[config.mk]
export PLATFORM = sky130hd
export DESIGN_NAME = pipe_ctrl
export DESIGN_NICKNAME = d
export VERILOG_FILES = /design/src/rtl/pipe_ctrl.sv
export SDC_FILE = /design/constraint.sdc
export NUM_CORES = 1
export LEC_CHECK = 0
export ABC_CLOCK_PERIOD_IN_PS = 4100
export BUFFER_PORTS_ARGS = -buffer_cell sky130_fd_sc_hd__buf_2
export CAP_MARGIN = 20
export CORE_UTILIZATION = 59
export DETAILED_ROUTE_END_ITERATION = 8
export PLACE_DENSITY = 0.95
export SYNTH_ARGS = -nofsm -noshare
export SYNTH_HDL_FRONTEND = slang
export SYNTH_SLANG_ARGS = --single-unit
export TNS_END_PERCENT = 20
[constraint.sdc]
create_clock -name clk -period 4.1 [get_ports clk]
set_clock_uncertainty 0.2 [all_clocks]
set_input_delay 0.82 -clock clk [delete_from_list [all_inputs] [get_ports clk]]
set_output_delay 0.82 -clock clk [all_outputs]
set_load 0.02 [all_outputs]
[src/rtl/pipe_ctrl.sv]
// Pipeline sequencing controller: stall/flush decisions, halt handling and
// retired-instruction / cycle counters for the five-stage core.
module pipe_ctrl #(
  parameter int unsigned CNT_W       = 64,
  parameter int unsigned MEM_TIMEOUT = 255
) (
  input  logic             clk,
  input  logic             rst,
  input  logic             id_valid,
  input  logic [4:0]       id_rs1_idx,
  input  logic [4:0]       id_rs2_idx,
  input  logic             id_rs1_used,
  input  logic             id_rs2_used,
  input  logic             ex_valid,
  input  logic             ex_is_load,
  input  logic [4:0]       ex_rd_idx,
  input  logic             ex_is_jump,
  input  logic             ls_mem_req,
  input  logic             ls_mem_ready,
  input  logic             wb_valid,
  input  logic             wb_is_ebreak,
  output logic             pc_stall,
  output logic             id_stall,
  output logic             ex_stall,
  output logic             ls_stall,
  output logic             id_flush,
  output logic             ex_flush,
  output logic             wb_flush,
  output logic             halted,
  output logic             halt_err,
  output logic [1:0]       state_o,
  output logic [CNT_W-1:0] instret,
  output logic [CNT_W-1:0] cycles
);

  localparam int unsigned WAIT_W = 16;

  typedef enum logic [1:0] {
    ST_RUN     = 2'd0,
    ST_MEMWAIT = 2'd1,
    ST_HALT    = 2'd2
  } state_t;

  state_t            state;
  state_t            state_nxt;
  logic [WAIT_W-1:0] wait_cnt;

  logic mw;
  logic ebreak_hit;
  logic timeout;
  logic redirect;
  logic rs1_hazard;
  logic rs2_hazard;
  logic load_use;
  logic halt_now;
  logic retire;

  // Hazard and event terms feeding the decision logic
  assign mw         = ls_mem_req & ~ls_mem_ready;
  assign ebreak_hit = (state == ST_RUN) & wb_valid & wb_is_ebreak;
  assign timeout    = (state == ST_MEMWAIT) & ~ls_mem_ready &
                      (wait_cnt == WAIT_W'(MEM_TIMEOUT));
  assign redirect   = ex_valid & ex_is_jump;
  assign rs1_hazard = id_rs1_used & (id_rs1_idx == ex_rd_idx);
  assign rs2_hazard = id_rs2_used & (id_rs2_idx == ex_rd_idx);
  assign load_use   = ex_valid & ex_is_load & (ex_rd_idx != 5'd0) & id_valid &
                      (rs1_hazard | rs2_hazard);

  // Next state plus prioritised stall/flush outputs
  always_comb begin
    state_nxt = state;
    pc_stall  = 1'b0;
    id_stall  = 1'b0;
    ex_stall  = 1'b0;
    ls_stall  = 1'b0;
    id_flush  = 1'b0;
    ex_flush  = 1'b0;
    wb_flush  = 1'b0;
    halt_now  = 1'b0;

    unique case (state)
      ST_RUN: begin
        if (ebreak_hit) begin
          state_nxt = ST_HALT;
        end else if (mw) begin
          state_nxt = ST_MEMWAIT;
        end
      end
      ST_MEMWAIT: begin
        if (ls_mem_ready) begin
          state_nxt = ST_RUN;
        end else if (timeout) begin
          state_nxt = ST_HALT;
        end
      end
      ST_HALT: begin
        state_nxt = ST_HALT;
      end
      default: begin
        state_nxt = ST_RUN;
      end
    endcase

    halt_now = (state == ST_HALT) | (state_nxt == ST_HALT);

    if (halt_now) begin
      pc_stall = 1'b1;
      id_stall = 1'b1;
      ex_stall = 1'b1;
      ls_stall = 1'b1;
      wb_flush = 1'b1;
    end else if (mw) begin
      // EX is frozen, so any jump or hazard simply re-presents after the wait
      pc_stall = 1'b1;
      id_stall = 1'b1;
      ex_stall = 1'b1;
      ls_stall = 1'b1;
      wb_flush = 1'b1;
    end else if (redirect) begin
      id_flush = 1'b1;
      ex_flush = 1'b1;
    end else if (load_use) begin
      pc_stall = 1'b1;
      id_stall = 1'b1;
      ex_flush = 1'b1;
    end
  end

  // The ebreak still retires even though WB is flushed as the core halts
  assign retire = wb_valid & (~wb_flush | ebreak_hit);

  assign state_o = 2'(state);

  // State register
  always_ff @(posedge clk) begin
    if (rst) begin
      state <= ST_RUN;
    end else begin
      state <= state_nxt;
    end
  end

  // Memory wait counter, restarted on each MEMWAIT entry
  always_ff @(posedge clk) begin
    if (rst) begin
      wait_cnt <= '0;
    end else if ((state == ST_RUN) && (state_nxt == ST_MEMWAIT)) begin
      wait_cnt <= '0;
    end else if ((state == ST_MEMWAIT) && !ls_mem_ready && !timeout) begin
      wait_cnt <= wait_cnt + WAIT_W'(1);
    end
  end

  // Halt flags, captured on the edge that enters HALT
  always_ff @(posedge clk) begin
    if (rst) begin
      halted   <= 1'b0;
      halt_err <= 1'b0;
    end else if ((state != ST_HALT) && (state_nxt == ST_HALT)) begin
      halted   <= 1'b1;
      halt_err <= timeout;
    end
  end

  // Performance counters, wrapping modulo 2^CNT_W
  always_ff @(posedge clk) begin
    if (rst) begin
      instret <= '0;
      cycles  <= '0;
    end else begin
      if (retire) begin
        instret <= instret + CNT_W'(1);
      end
      if (state != ST_HALT) begin
        cycles <= cycles + CNT_W'(1);
      end
    end
  end

endmodule

==> flow_summary.ini <==
[run_status]
status = finished, final reports clean

[finish]
final_common_cell = buf_2
n_antenna_cell = 0
fill_cells = 923
register_area_um2 = 2963
area_growth_pct = 20.11
multi_input_area_um2 = 4158
final_util_pct = 73.53
drive_gt1_share_pct = 19.85
layout_common_cells = buf_2, dfxtp_1, a21oi_1, nor2_1, nand2_1
fin_nets = 1090
fin_area_um2 = 8906

[die]
initial_core_util_pct = 61.22
fp.dieH_um = 114.1
core.rowCount = 40
core_um2 = 12110
die_width_um = 114.1
io_pins = 166
dieArea_um2 = 13020

[routing]
ant_nets = 0
avgViaCountPerCell = 6.132
wire_per_inst_um = 15.43
dr.pass1.iters = 8
drtIter0Drc = 770
post-route-drc-count = 0
wirelength_um = 19150
vias = 7610

[pwr]
internal_power_uw = 2349
swShare_pct = 22.76
pwr-share-clk_pct = 47.7
combPwrFrac_pct = 4.3
p_sw_uw = 692.1
power_frac_seq_pct = 48.0
power_density_nw_per_um2 = 341.5
leakage_uw = 0.003138
ir_drop_v = 0.0002902

[clock_tree]
cts_buffers = 17
clockBufferDepth = 2
postCtsHoldBufs = 0
cts-resized-gates = 0
path_clk_slew_ps = 60
clock_latency_ps = 420
cts.sinks = 148
cts_root_buf = clkbuf_16
cts_tree = done
cts_max_level = 4
cts_setup_buffers = 0

[sta]
final_max_slew_viol_count = 0
rsz0062_at_grt = no
min_period_ps = 3748
fmax_mhz = 266.8
finalHoldViolations = 0
min_period_over_period_pct = 91.42
setup_viol = 0
slew_headroom_pct = 34.41
timing.setup.tns_ps = 0
worst_slew_pin_slew_ps = 976.3

[hold_path]
worstHoldEndpoint = halted
hp-class = reg -> reg
hold_depth = 2
hp-start = halted

[global_routing]
grt_pass1_wl_um = 30880
antenna_found_initial = 0
grt-ovfl-total = 0
grt_pass1_vias = 6519
grt_start_max_net_pins = 97
grt_use_total_pct = 28.98

[place]
gp_congestion = 0.8772
dp_hpwl_um = 13030
io_buffers = 165
placed_cell_area_um2 = 8359

[critical_path]
critPathLaunchType = register
crit_fanout = 8
r2r_cells = 5
rrSetupSlack_ps = 860
r2r-end = cycles[54]
reg2reg_from = cycles[4]
end_kind = output port
cp.required_ps = 3080
cp.arrival_ps = 2730
setup.worst_path.class = reg -> out

[job]
drv_cap = 0

[synth]
synth.top_cell.area_share_pct = 39.96
syn-mean-instance-area_um2 = 8.121
yosysTopAreaCell = dfxtp_1
ys_ff_latch = 148
synth_edf_count = 0
yosysSeqAreaShare_pct = 39.96
ys_async_sr_fraction_pct = 0
ys.flop_type = dfxtp_1
synth_warnings = 0
synthesis.area_um2 = 7415
syn_inst = 913
synth_cell_type_count = 50
synth_fp_nets = 943
synth_area_leaders = dfxtp_1, a21oi_1, or4_1
-- worst max-delay path, cell delays in order (launching register included) --
cell and delay (ps):
dfxtp_1 370, ha_1 330, nor4b_1 340, and4_1 400, a31oi_1 120, o22ai_1 380, o21bai_1 190, buf_2 190
-- stage by stage --
step / power (uW) / hold WS (ps) / cells / setup WS, ps
2_1_floorplan: 1576 / 253.1 / 913 / 563.3
3_3_place_gp: 1616 / 239.1 / 1209 / 928.8
3_5_place_dp: 1619 / 261.9 / 1209 / 838.1
4_1_cts: 3046 / 277.5 / 1241 / 392.6
5_1_grt: 3122 / 299.3 / 1241 / 176.7
6_report: 3041 / 275.8 / 1241 / 351.7
-- power by group through the flow --
stage,Combinational [uW],Sequential (uW),Clock (uW)
floorplan,79.4,1500,0
detailed placement,129,1490,0
finish,131,1460,1450
global route,141,1460,1520
CTS,129,1460,1460
global placement,127,1490,0
-- synthesized netlist by cell type (all sizes together) (4+ instances only) --
master,count
nand2,58
o2111ai,7
o31ai,45
and2,5
xnor2,29
nor2,78
nand2b,4
nand4,49
nor3,19
clkbuf,42
inv,28
or3,42
nor2b,4
or4,49
buf,6
nand3,56
o21ai,41
and3,8
a21oi,91
and4,10
dfxtp,148
nor4,23
xor2,34
-- state kept, by name, summed over array words and instances (netlist names) --
name,cells
cycles,64
halt_err,1
halted,1
instret,64
state_o,2
wait_cnt,16
-- layout make-up --
type                            instances  share of cell area (%)
Inverter                               28                   1.180
Multi-Input combinational cell        689                   46.68
Clock buffer                           22                   5.212
Sequential cell                       148                   33.27
Clock inverter                         10                  0.9272
Timing Repair Buffer                  176                   10.37
Tap cell                              168                   2.360
-- how the worst max path moves through the flow --
stage	slack (ps)	cells after the start	end	from
2_1_floorplan	560	8	pc_stall	wait_cnt[0]
3_3_place_gp	930	7	id_stall	wait_cnt[0]
3_5_place_dp	840	7	id_stall	wait_cnt[0]
4_1_cts	390	7	id_stall	wait_cnt[0]
5_1_grt	180	7	id_stall	wait_cnt[0]
6_report	350	7	id_stall	wait_cnt[0]
-- kinds of logic after synthesis --
kind of cell	Yosys count	synth area share [%]
XOR/XNOR	63	7.442
buffers and inverters	76	4.134
AND/OR/NAND/NOR	417	31.15
AO/OA/AOI/OAI	204	16.52
multiplexers	2	0.2869
flip-flops	148	39.96
adder cells (fa/ha/maj)	3	0.5063
-- routing by layer --
metal | routed length (um) | track usage, %
met1 | 8353 | 38.21
met2 | 9113 | 46.75
met3 | 1346 | 6.564
met4 | 333 | 10.22
met5 | 0 | 0
No activity file was read; power rests on OpenSTA's default activity.
